File: config.mk
export PLATFORM = sky130hd
export DESIGN_NAME = acc_drain_flat
export DESIGN_NICKNAME = d
export VERILOG_FILES = /design/src/rtl/acc_drain_if.sv /design/src/rtl/acc_drain.sv /design/src/flat_wrapper.sv
export SDC_FILE = /design/constraint.sdc
export NUM_CORES = 1
export LEC_CHECK = 0
export ABC_AREA = 1
export BUFFER_PORTS_ARGS = -buffer_cell sky130_fd_sc_hd__buf_2
export CAP_MARGIN = 5
export CORE_ASPECT_RATIO = 1.5
export CORE_MARGIN = 8
export CORE_UTILIZATION = 35
export CTS_CLUSTER_DIAMETER = 30
export DETAILED_ROUTE_END_ITERATION = 10
export PLACE_DENSITY = 0.58
export SLEW_MARGIN = 10
export SYNTH_ARGS = -nofsm -noshare
export SYNTH_HDL_FRONTEND = slang
export SYNTH_SLANG_ARGS = --single-unit
File: constraint.sdc
create_clock -name clk -period 4.4 [get_ports clk]
set_clock_uncertainty 0.05 [all_clocks]
set_input_delay 0.22 -clock clk [delete_from_list [all_inputs] [get_ports clk]]
set_output_delay 0.22 -clock clk [all_outputs]
set_load 0.01 [all_outputs]
File: src/rtl/acc_drain_if.sv
// Output stream bundle for acc_drain: processed accumulator beats with a
// valid/ready handshake plus index and last-beat markers.
interface acc_drain_if #(
  parameter int OUT_WIDTH      = 8,
  parameter int ACC_ADDR_WIDTH = 4
);
  logic                      out_valid;
  logic                      out_ready;
  logic [OUT_WIDTH-1:0]      out_data;
  logic [ACC_ADDR_WIDTH-1:0] out_index;
  logic                      out_last;

  modport master (
    output out_valid,
    output out_data,
    output out_index,
    output out_last,
    input  out_ready
  );

  modport slave (
    input  out_valid,
    input  out_data,
    input  out_index,
    input  out_last,
    output out_ready
  );
endinterface

File: src/rtl/acc_drain.sv
// acc_drain: walks every accumulator of a MATRIX_SIZE x MATRIX_SIZE systolic
// array, applies an arithmetic right shift and narrows each value to
// OUT_WIDTH bits, and streams the results out over a valid/ready handshake.
//
// Optional feature macro: ACC_DRAIN_SAT_EN
//   defined   -> narrowing saturates to the signed OUT_WIDTH range
//   undefined -> narrowing keeps the low OUT_WIDTH bits (wrap)
//
// state   | meaning
// --------+---------------------------------------------------------------
// S_IDLE  | waiting for start; index held at 0
// S_READ  | addressing accumulators, loading the output register
// S_FLUSH | last beat loaded, waiting for its handshake
// S_DONE  | one-cycle done pulse, then back to S_IDLE
module acc_drain #(
  parameter int MATRIX_SIZE    = 3,
  parameter int ACC_WIDTH      = 32,
  parameter int OUT_WIDTH      = 8,
  parameter int ACC_ADDR_WIDTH = $clog2(MATRIX_SIZE*MATRIX_SIZE)
) (
  input  logic                        clk,
  input  logic                        rst,
  input  logic                        start,
  input  logic [4:0]                  shift_amt,
  output logic [ACC_ADDR_WIDTH-1:0]   addr_acc,
  input  logic signed [ACC_WIDTH-1:0] acc_in,
  acc_drain_if.master                 out_if,
  output logic                        busy,
  output logic                        done
);

  localparam int NUM_ACC = MATRIX_SIZE * MATRIX_SIZE;
  localparam logic [ACC_ADDR_WIDTH-1:0] LAST_IDX = ACC_ADDR_WIDTH'(NUM_ACC - 1);

  typedef enum logic [1:0] {
    S_IDLE,
    S_READ,
    S_FLUSH,
    S_DONE
  } state_t;

  state_t                    state_q;
  logic [ACC_ADDR_WIDTH-1:0] idx_q;
  logic [4:0]                shift_q;
  logic                      valid_q;
  logic [OUT_WIDTH-1:0]      data_q;
  logic [ACC_ADDR_WIDTH-1:0] index_q;
  logic                      last_q;
  logic                      done_q;

  logic signed [ACC_WIDTH-1:0] shifted;
  logic [OUT_WIDTH-1:0]        data_d;
  logic                        load;

  assign shifted = acc_in >>> shift_q;

  // A new beat may enter the output register when it is empty or draining.
  assign load = (state_q == S_READ) && (!valid_q || out_if.out_ready);

`ifdef ACC_DRAIN_SAT_EN
  localparam logic signed [ACC_WIDTH-1:0] SAT_MAX =
    {{(ACC_WIDTH-OUT_WIDTH+1){1'b0}}, {(OUT_WIDTH-1){1'b1}}};
  localparam logic signed [ACC_WIDTH-1:0] SAT_MIN =
    {{(ACC_WIDTH-OUT_WIDTH+1){1'b1}}, {(OUT_WIDTH-1){1'b0}}};

  // Clamp the shifted value into the signed output range.
  always_comb begin
    data_d = OUT_WIDTH'(shifted);
    if (shifted > SAT_MAX) begin
      data_d = SAT_MAX[OUT_WIDTH-1:0];
    end else if (shifted < SAT_MIN) begin
      data_d = SAT_MIN[OUT_WIDTH-1:0];
    end
  end
`else
  // Keep only the low output bits of the shifted value.
  always_comb begin
    data_d = OUT_WIDTH'(shifted);
  end
`endif

  // Drain sequencer with all outputs registered.
  always_ff @(posedge clk) begin
    if (rst) begin
      state_q <= S_IDLE;
      idx_q   <= '0;
      shift_q <= '0;
      valid_q <= 1'b0;
      data_q  <= '0;
      index_q <= '0;
      last_q  <= 1'b0;
      done_q  <= 1'b0;
    end else begin
      done_q <= 1'b0;
      case (state_q)
        S_IDLE: begin
          if (start) begin
            state_q <= S_READ;
            idx_q   <= '0;
            shift_q <= shift_amt;
          end
        end
        S_READ: begin
          if (load) begin
            data_q  <= data_d;
            index_q <= idx_q;
            last_q  <= (idx_q == LAST_IDX);
            valid_q <= 1'b1;
            if (idx_q == LAST_IDX) begin
              state_q <= S_FLUSH;
            end else begin
              idx_q <= idx_q + 1'b1;
            end
          end
        end
        S_FLUSH: begin
          if (valid_q && out_if.out_ready) begin
            valid_q <= 1'b0;
            done_q  <= 1'b1;
            state_q <= S_DONE;
          end
        end
        S_DONE: begin
          idx_q   <= '0;
          state_q <= S_IDLE;
        end
        default: begin
          state_q <= S_IDLE;
        end
      endcase
    end
  end

  assign addr_acc         = idx_q;
  assign busy             = (state_q != S_IDLE);
  assign done             = done_q;
  assign out_if.out_valid = valid_q;
  assign out_if.out_data  = data_q;
  assign out_if.out_index = index_q;
  assign out_if.out_last  = last_q;

endmodule
File: src/flat_wrapper.sv
// flat-port wrapper written by rule: the top's interface ports become plain ports
module acc_drain_flat 
#(
  parameter int MATRIX_SIZE    = 3,
  parameter int ACC_WIDTH      = 32,
  parameter int OUT_WIDTH      = 8,
  parameter int ACC_ADDR_WIDTH = $clog2(MATRIX_SIZE*MATRIX_SIZE)
)
  (clk, rst, start, shift_amt, addr_acc, acc_in, busy, done, out_if_out_valid, out_if_out_data, out_if_out_index, out_if_out_last, out_if_out_ready);
  acc_drain_if #(.OUT_WIDTH(OUT_WIDTH), .ACC_ADDR_WIDTH(ACC_ADDR_WIDTH)) out_if_i ();
  input  logic clk;
  input  logic rst;
  input  logic start;
  input  logic [4:0] shift_amt;
  output logic [ACC_ADDR_WIDTH-1:0] addr_acc;
  input  logic signed [ACC_WIDTH-1:0] acc_in;
  output logic busy;
  output logic done;
  output wire logic [$bits(out_if_i.out_valid)-1:0] out_if_out_valid;
  output wire logic [$bits(out_if_i.out_data)-1:0] out_if_out_data;
  output wire logic [$bits(out_if_i.out_index)-1:0] out_if_out_index;
  output wire logic [$bits(out_if_i.out_last)-1:0] out_if_out_last;
  input wire logic [$bits(out_if_i.out_ready)-1:0] out_if_out_ready;
  assign out_if_out_valid = out_if_i.out_valid;
  assign out_if_out_data = out_if_i.out_data;
  assign out_if_out_index = out_if_i.out_index;
  assign out_if_out_last = out_if_i.out_last;
  assign out_if_i.out_ready = out_if_out_ready;
  acc_drain #(.MATRIX_SIZE(MATRIX_SIZE), .ACC_WIDTH(ACC_WIDTH), .OUT_WIDTH(OUT_WIDTH), .ACC_ADDR_WIDTH(ACC_ADDR_WIDTH)) u_core (.clk(clk), .rst(rst), .start(start), .shift_amt(shift_amt), .addr_acc(addr_acc), .acc_in(acc_in), .out_if(out_if_i), .busy(busy), .done(done));
endmodule
---- Yosys cells after proc, flatten, opt, wreduce, memory -nomap -nowiden ----
Index checks and enable logic that the tools add are counted.
word-level totals
  word-level logic and storage cells ...... 47
  bits of input ports ..................... 41
  latch bits .............................. 0
  output and inout bits ................... 20
  memory bits (writable) .................. 0
  bits in registers ....................... 26
  memories ................................ 0
  ROM bits ................................ 0
cells by class
  multiply operators ...................... 0
  multiplexer cells ....................... 13
  divide/modulo/power cells ............... 0
  equality and inequality tests ........... 9
  bitwise gates (word level) .............. 1
  $add $sub $neg .......................... 1
  order comparisons ....................... 0
  shift operators ......................... 1
  reduce and logical (&&, ||, !) cells .... 14
operators by type and width
  cell                                                                   count
  32-bit by 5-bit >>> shifter with 8-bit output                          1
  4-bit two-way mux                                                      3
  4-bit one-hot mux with 3 select lines                                  1
  2-bit two-way mux                                                      4
  2-bit one-hot mux with 4 select lines                                  1
  4-bit AND reduction                                                    2
  2-bit != test, second input constant                                   3
  4-bit by 1-bit adder with 4-bit output, second input constant          1
  2-bit equality test, second input constant                             2
  4-bit equality test, second input constant                             1
  2-bit by 1-bit != test with 1-bit output, second input constant        2
  2-bit AND reduction                                                    2
  2-bit nonzero test                                                     2
  1-bit two-way mux                                                      3
  3-bit AND reduction                                                    1
  3-bit nonzero test                                                     1
  2-bit by 1-bit equality test with 1-bit output, second input constant  1
  1-bit logical AND                                                      2
  2-bit logical NOT                                                      1
  1-bit one-hot mux with 2 select lines                                  1
  2-bit OR reduction                                                     1
  1-bit logical NOT                                                      1
  1-bit logical OR                                                       1
  1-bit NOT                                                              1

---- Longest topological paths before layout ----
Gate-level depths: netlist of run 1.
  depth after elaboration ................. 5
  mapped depth ............................ 12
  depth with buffers taken out ............ 11

---- Worst setup path before layout of run 1 ----
Ideal clock, no wire load.
  path kind ............................... register to register
  from .................................... register u_core.state_q[0]
  to ...................................... register u_core.idx_q[2], in the netlist u_core.addr_acc[2]
  setup slack ............................. 2.921 ns
  clock period less this slack ............ 1.479 ns
  required time ........................... 4.223 ns
  path buffers ............................ 0
  stages on the path, launching flop included .. 9
  arrival time ............................ 1.302 ns
  setup time .............................. 0.127 ns
  cell sequence ........................... dfxtp_1 inv_1 ha_1 inv_1 o21ai_1 nor2_1 nand2_1 o21ai_1 nor3_1
between the ends
  cells in the longest elaborated chain, start to end .. 4
  elaborated cells between the ends (all ways) .. 10
  those cells by class .................... eq/ne (5); mux (1); reduce/logical (4)
ends and longest elaborated chain
  item                                                       line                              RTL
  start, declared                                            acc_drain.sv:42                   state_t state_q;
  start signal, assigned                                     acc_drain.sv:85                   state_q <= S_IDLE;
  start signal, assigned                                     acc_drain.sv:98                   state_q <= S_READ;
  start signal, assigned                                     acc_drain.sv:110                  state_q <= S_FLUSH;
  2-bit by 1-bit equality test with 1-bit output             acc_drain.sv:58, acc_drain.sv:95
  1-bit logical AND                                          acc_drain.sv:58                   assign load = (state_q == S_READ) && (!valid_q || out_if.out_ready);
  2-bit by 1-bit != test with 1-bit output (no source line)  n/a
  4-bit AND reduction (no source line)                       n/a
  end signal, assigned                                       acc_drain.sv:112                  idx_q <= idx_q + 1'b1;
  end, declared                                              acc_drain.sv:43                   logic [ACC_ADDR_WIDTH-1:0] idx_q;
Parallel ways exist; a longest one is shown, timed or not.
A chain may end at the register's enable or synchronous reset.

---- Worst setup path after layout of run 1 ----
  from .................................... register u_core.shift_q[1]
  to ...................................... register u_core.data_q[0], in the netlist u_core.out_if.out_data[0]
between the ends
  cells in the longest elaborated chain, start to end .. 1
ends and longest elaborated chain
  item                                           line              RTL
  start, declared                                acc_drain.sv:44   logic [4:0] shift_q;
  start signal, assigned                         acc_drain.sv:100  shift_q <= shift_amt;
  32-bit by 5-bit >>> shifter with 8-bit output  acc_drain.sv:55   assign shifted = acc_in >>> shift_q;
  end signal, assigned                           acc_drain.sv:105  data_q <= data_d;
  end, declared                                  acc_drain.sv:46   logic [OUT_WIDTH-1:0] data_q;
No other way between the ends.

==> results.md, run 1 <==
* Number of cells traversed by the worst hold path at 2
* Mean cell area of the mapped netlist at 5.52 um2
* Fraction of layout cells with a size suffix above 1 at roughly 15%
* Slew HR at 36.5%
* Half-perimeter wire length after placement at 5850 um
* Number of antenna violations at the first check in global routing at 0
* Post-CTS Setup Bufs at 0
* Worst reg2reg path depth at 9
* Setup TNS after final layout at 0 ns
* Global routing usage summed across all routing layers at 15.5%
* Number of global-route vias before repair at 2779
* # H-tree levels at 1
* Critical path start-end classification: flop to flop
* Max Buffers Root-to-Sink at 2
* Setup repair after global routing missed its margin: false
* Kind of capture point of the worst setup path: flop
* Antenna-violating nets left at 0
* First-pass GRT wire length at 12300 um
* Die area at 9500 um2
* Placed cells at around 530
* Net count of the finished layout at roughly 510
* Worst setup slack before clock tree synthesis at approximately 2.2 ns
* Total count of max-transition violations in the final report at 0
* Register-to-Register Setup Slack at 2.18 ns
* Number of buffers added by the clock tree synthesis step at 3
* Largest area contributor in the netlist: nand3_1
* Endpoints failing setup at 0
* Sequential area share after synthesis at 22.6%
* R2r startpoint: u_core.shift_q[1]
* Most common cell after layout, fill and taps aside: nand2_1
* Post-synthesis register bit count at 26
* Number of distinct standard cells referenced by the synthesized netlist at 19
* Post-detailed-route via-to-cell ratio at roughly 5.3
* Routed length per instance at around 14 um
* Max-cap violations at 0
* DRC at 0
* Critical Path Fanout Max at 32
* Period utilization at between 50 and 60%
* Netlist Area Pre-Place at 2310 um2
* Worst skew pair latency at 0.27 ns
* Effective utilization at floorplan at 35.8%
* Sum of overflow across all layers after global routing at 0
* Hold WC Path Type: input port to flop
* Biggest area contributors in the synthesized netlist: nand3_1 28%, dfxtp_1 23%, nand2_1 22%
* First drt pass iteration count at 4
* Number of vias after detailed routing at between 2k and 3k
* Buffers added on ports at 60
* Post-route minimum period at 2.22 ns
* Result of the run: finished clean
* Relative area change from synthesis to final layout at 16.0%
* Data arrival time at the worst-slack endpoint at 2.31 ns
* Peak supply drop at around 310 uV
* Highest-count cells in the layout ignoring fill and taps: 136 x nand2_1, 131 x nand3_1, 60 x buf_2, 26 x nor2_1, 26 x dfxtp_1
* Number of violations reported at the end of detailed-routing iteration 0 at 181
* P per Cell Area at 578 nW/um2
* Fin cells at about 540
* Post-Synthesis Net Count at 465
* Data required time at the worst endpoint at around 4.5 ns
* Clock transition at the register clock pins on the worst setup and hold paths after CTS at 0.09 ns
* Worst reg2reg path endpoint: u_core.out_if.out_data[0]
* TritonCTS clock tree: built
* Largest net degree at the start of global routing at 33
* Last weighted congestion value of the routability-driven placer at 0.884
* Placement Rows at 36
* Number of standard cells after synthesis at around 420
* Reported leakage power at 0.00136 uW
* Root buf cell: clkbuf_8
* Number of sinks driven by the clock tree at 26
* Top-area cell type share of the netlist area at 28.4%
* Transition at the pin with the smallest max-transition slack at roughly 0.95 ns
* Hold-fix buffers, CTS at 0
* Final hold vios at 0
* Type of element launching the critical path: flop
* Count of synthesis-stage warnings from yosys at 0
* Placeable core region at 6440 um2
* Highest clock frequency the design can meet at 0.451 GHz
* Number of gates resized after cts at 0
* Number of antenna diodes at 0
* Sum of routed wire length over all layers at approximately 7400 um
* Die width at 82.3 um
* Die height at 115 um
* Number of placed I/O pins at a little over 60
* Startpoint of the worst hold path: rst
* Destination of the worst hold path: u_core.done
* Slack of the critical path at 2.18 ns
metrics by stage:
| step | cell area (um2) | hold slack [ns] | total power (uW) | utilization, % |
|---|---|---|---|---|
| floorplan | 2310 | 0.248 | 1100 | - |
| global route | 2670 | 0.113 | 1720 | 41.5 |
| CTS | 2670 | 0.106 | 1560 | 41.5 |
| finish | 2670 | 0.111 | 1550 | 41.5 |
| global placement | 2600 | 0.400 | 1360 | 40.4 |
| detailed placement | 2600 | 0.397 | 1360 | 40.4 |
layout make-up:
class	instances	area [um2]
multi-input combinational	349	1600
sequential	26	520
fill	747	3770
tap	76	95.1
inverter	18	67.6
clock inverter	1	30.0
clock buffer	3	41.3
timing repair buffer	63	323
sequential cells by signal (all words and copies together), names as in the netlist:
signal	count
u_core.done	1
u_core.out_if.out_index	4
u_core.state_q	2
u_core.out_if.out_last	1
u_core.shift_q	5
u_core.out_if.out_data	8
u_core.out_if.out_valid	1
u_core.addr_acc	4
cell usage after synthesis:
cell and count:
o21ai_1 2, inv_2 1, a31oi_1 1, xnor2_1 1
dfxtp_1 26, ha_1 6, nor3_1 4, inv_1 15
a21oi_1 20, o211ai_1 1, nand2_1 136, buf_1 5
buf_2 10, buf_4 4, nor2_1 26, nand3_1 131
o21ai_0 21, clkinv_1 2, clkbuf_1 6
power by group:
group | internal [uW] | leakage, uW | switching (uW) | total, uW
Clock | 122 | 0.0000357 | 74.5 | 196
Combinational | 327 | 0.00111 | 650 | 977
Sequential | 315 | 0.000214 | 58.5 | 374
worst max-delay path, stage by stage (launching register included):
cell and delay, ns:
dfxtp_1 0.31, buf_4 0.23, inv_1 0.72, nand3_1 0.21
nand3_1 0.13, nand2_1 0.07, nand2_1 0.06, nand3_1 0.12
nand2_1 0.11, a21oi_1 0.06
how the worst max path moves through the flow:
stage                      startpoint                        end  slack (ns)  depth (start not counted)
global route        u_core.shift_q[1]  u_core.out_if.out_data[5]        1.94                          9
finish              u_core.shift_q[1]  u_core.out_if.out_data[0]        2.18                          9
global placement    u_core.shift_q[1]  u_core.out_if.out_data[7]        2.21                          7
detailed placement  u_core.shift_q[1]  u_core.out_if.out_data[7]        2.19                          7
floorplan           u_core.state_q[0]         u_core.addr_acc[2]        2.92                          8
CTS                 u_core.shift_q[1]  u_core.out_if.out_data[7]        2.18                          7
logic make-up (layout without fill, tap and decap cells):
logic type	Yosys count	count (layout)	share of synthesized area, %
xor gates and xnor gates	1	1	0.380
DFF	26	26	22.6
buffers and inverters	43	85	8.19
adders and majority gates	6	6	3.26
AOI/OAI and AO/OA	45	45	9.93
and+or+nand+nor	297	297	55.7
per-layer routing:
layer	up-vias	global-route usage, %	share of wire (%)
li1	1483	-	-
met2	68	28.2	51
met4	0	3.88	1.3
met5	-	0	0
met3	10	1.55	5.0
met1	1280	18.4	43
(Power assumes the default switching activity.)
==> run 2, diff against run 1 <==
--- a/config.mk
+++ b/config.mk
@@ -13,7 +13,7 @@
 export CORE_UTILIZATION = 35
 export CTS_CLUSTER_DIAMETER = 30
 export DETAILED_ROUTE_END_ITERATION = 10
-export PLACE_DENSITY = 0.58
+export PLACE_DENSITY = 0.6
 export SLEW_MARGIN = 10
 export SYNTH_ARGS = -nofsm -noshare
 export SYNTH_HDL_FRONTEND = slang
==> constraint.sdc (replaced) <==
create_clock -name clk -period 1.8 [get_ports clk]
set_clock_uncertainty 0.05 [all_clocks]
set_input_delay 0.09 -clock clk [delete_from_list [all_inputs] [get_ports clk]]
set_output_delay 0.09 -clock clk [all_outputs]
set_load 0.01 [all_outputs]
==> run 2 against run 1 <==
Compared with the run above:
- register-to-register slack worse by 2.0 ns
- combinational power grew to 2.7 times the previous value
- critical path depth is 1 higher
- die area stayed put
- clock power is 89% higher
- critical endpoint is now u_core.addr_acc[2]
==> results.md, run 2 (synthesis results as in run 1) <==
* Die height at 115 um (unchanged)
* DRC at 0 (unchanged)
* First drt pass iteration count at 4 (unchanged)
* Number of violations reported at the end of detailed-routing iteration 0 at 229 (was 181)
* Critical path start-end classification: flop to flop (unchanged)
* Post-CTS Setup Bufs at 0 (unchanged)
* Most numerous cell on the critical path: inv_1
* Highest-count cells in the layout ignoring fill and taps: 136 x nand2_1, 131 x nand3_1, 60 x buf_2, 26 x nor2_1, 26 x dfxtp_1 (unchanged)
* Sum of routed wire length over all layers at 7430 um (was 7390 um)
* Data arrival time at the worst-slack endpoint at 1.77 ns (was 2.31 ns)
* Switching fraction of total power at 50.2% (was 50.6%)
* Clk network pwr share at 9.6% (was 12.7%)
* Combinational share of power at 67.2% (was 63.2%)
* Global routing usage summed across all routing layers at 15.6% (was 15.5%)
* Type of element launching the critical path: flop (unchanged)
* Highest clock frequency the design can meet at 0.611 GHz (was 0.451 GHz)
* Slew HR at 77.8% (was 36.5%)
* Worst-case hold slack at 0.0394 ns (was 0.111 ns)
* Number of antenna diodes at 0 (unchanged)
* Sum of overflow across all layers after global routing at 0 (unchanged)
* Reported leakage power at 0.00142 uW (was 0.00136 uW)
* Transition at the pin with the smallest max-transition slack at 0.334 ns (was 0.952 ns)
* Kind of capture point of the worst setup path: flop (unchanged)
* Critical Path Fanout Max at 5 (was 32)
* Register-to-Register Setup Slack at 0.16 ns (was 2.18 ns)
* Max Buffers Root-to-Sink at 2 (unchanged)
* Total area of sequential cells at 520 um2 (unchanged)
* Endpoints failing setup at 0 (unchanged)
* Number of buffer and inverter instances along the worst setup path at 3 (was 2)
* Largest register FFs at 8 (unchanged)
* Die width at 82.3 um (unchanged)
* Half-perimeter wire length after placement at 5830 um (was 5850 um)
* Net count of the finished layout at 519 (was 508)
* Clock transition at the register clock pins on the worst setup and hold paths after CTS at 0.09 ns (about the same)
* Number of vias after detailed routing at 2858 (was 2841)
* Result of the run: finished clean (unchanged)
* Most common cell after layout, fill and taps aside: nand2_1 (unchanged)
* Hold WC Path Type: input port to flop (unchanged)
* Number of buffers added by the clock tree synthesis step at 3 (unchanged)
* P per Cell Area at 1380 nW/um2 (was 578 nW/um2)
* Family with the most delay on the worst path: simple AND/OR/NAND/NOR gates (was buffers and inverters)
* Switching power summed over all nets at 1940 uW (was 783 uW)
* Number of sinks driven by the clock tree at 26 (unchanged)
* Data required time at the worst endpoint at 1.94 ns (was 4.49 ns)
* Util after Layout at 43.5% (was 41.5%)
* First-pass GRT wire length at 12300 um (about the same)
* Last weighted congestion value of the routability-driven placer at 0.932 (was 0.884)
* Area of the multi-input gates at 1600 um2 (about the same)
* Cells along the critical path: inv_1 > ha_1 > inv_1 > o21ai_1 > nor2_1 > nand2_1 > inv_1 > nand2_1 > nor2_1 > nor3_1 (was buf_4 > inv_1 > nand3_1 > nand3_1 > nand2_1 > nand2_1 > nand3_1 > nand2_1 > a21oi_1)
* Largest net degree at the start of global routing at 33 (unchanged)
* Setup repair after global routing missed its margin: false (unchanged)
* TritonCTS clock tree: built (unchanged)
* Routed length per instance at 13.6 um (was 13.8 um)
* Number of placed I/O pins at 61 (unchanged)
* Placeable core region at 6440 um2 (unchanged)
* Period utilization at 90.9% (was 50.3%)
* Max-cap violations at 0 (unchanged)
* Number of antenna violations at the first check in global routing at 0 (unchanged)
* Placement Rows at 36 (unchanged)
* Slowest cell on the critical path: dfxtp_1 (was inv_1)
* Antenna-violating nets left at 0 (unchanged)
* Number of global-route vias before repair at 2747 (was 2779)
* Peak supply drop at 812 uV (was 308 uV)
* Setup TNS after final layout at 0 ns (unchanged)
* Fraction of layout cells with a size suffix above 1 at 17.0% (was 14.8%)
* Die area at 9500 um2 (unchanged)
* Final hold vios at 0 (unchanged)
* Fill cell instance count of the final layout at 723 (was 747)
* Relative area change from synthesis to final layout at 21.4% (was 16.0%)
* Total count of max-transition violations in the final report at 0 (unchanged)
* # H-tree levels at 1 (unchanged)
* Critical path's largest stage delay at 0.34 ns (was 0.72 ns)
* Power, Total at 3860 uW (was 1550 uW)
* Buffers added on ports at 60 (unchanged)
* Internal power at 1920 uW (was 763 uW)
* Post-route minimum period at 1.64 ns (was 2.22 ns)
* Post-detailed-route via-to-cell ratio at 5.22 (was 5.30)
* Root buf cell: clkbuf_8 (unchanged)
* Worst skew pair latency at 0.27 ns (about the same)
* Effective utilization at floorplan at 35.8% (unchanged)
* Fraction of power consumed by sequential logic at 23.2% (was 24.2%)
run 2: power groups by stage:
| stage | logic, uW | clock network (uW) | registers, uW |
|---|---|---|---|
| final | 2590 | 371 | 895 |
| after global routing | 2950 | 406 | 919 |
| after CTS | 2590 | 382 | 894 |
| after detailed placement | 2580 | 0 | 904 |
| after global placement | 2570 | 0 | 904 |
| after floorplan | 1730 | 0 | 955 |
run 2: final cells by class:
class / instances / share of cell area (%)
flip-flops and latches: 26 / 18.6
well taps: 76 / 3.40
repair buffers: 74 / 16.4
inverters: 18 / 2.41
multi-input cells: 349 / 57.3
clock buffers: 4 / 1.97
run 2: final timing paths:
path,from,endpoint,cells past startpoint
hold / removal,out_if_out_ready,u_core.done,3
hold reg to reg,u_core.out_if.out_index[3],u_core.out_if.out_index[3],2
setup / recovery,u_core.state_q[0],u_core.addr_acc[2],10
setup reg to reg,u_core.state_q[0],u_core.addr_acc[2],10
run 2: routing by layer:
layer	GRT usage, %	wire length, um	share of wire, %	vias to the layer above
met3	2.10	420	5.7	7
met4	4.00	86	1.2	0
met5	0	0	0	-
met2	26.9	3700	50	71
met1	19.4	3220	43	1271
li1	-	-	-	1509
run 2: timing repair:
item                                    CTS  global route
resized for setup                         0             2
hold endpoints to repair                  1             0
hold buffers                              1             0
endpoints found under the setup margin    0             1
run 2: worst reg2reg max path, stage by stage (launching register included):
cell and delay, ns:
dfxtp_1 0.34, inv_1 0.11, ha_1 0.18, inv_1 0.08, o21ai_1 0.21, nor2_1 0.06, nand2_1 0.16, inv_1 0.11
nand2_1 0.07, nor2_1 0.04, nor3_1 0.16
run 2: per-stage QoR:
stage / std cells / cell area (um2) / setup WS (ns)
after floorplan: 418 / 2310 / 0.321
after global placement: 542 / 2730 / 0.233
after detailed placement: 542 / 2730 / 0.171
after CTS: 547 / 2790 / 0.163
after global routing: 547 / 2800 / 0.00914
final: 547 / 2800 / 0.164
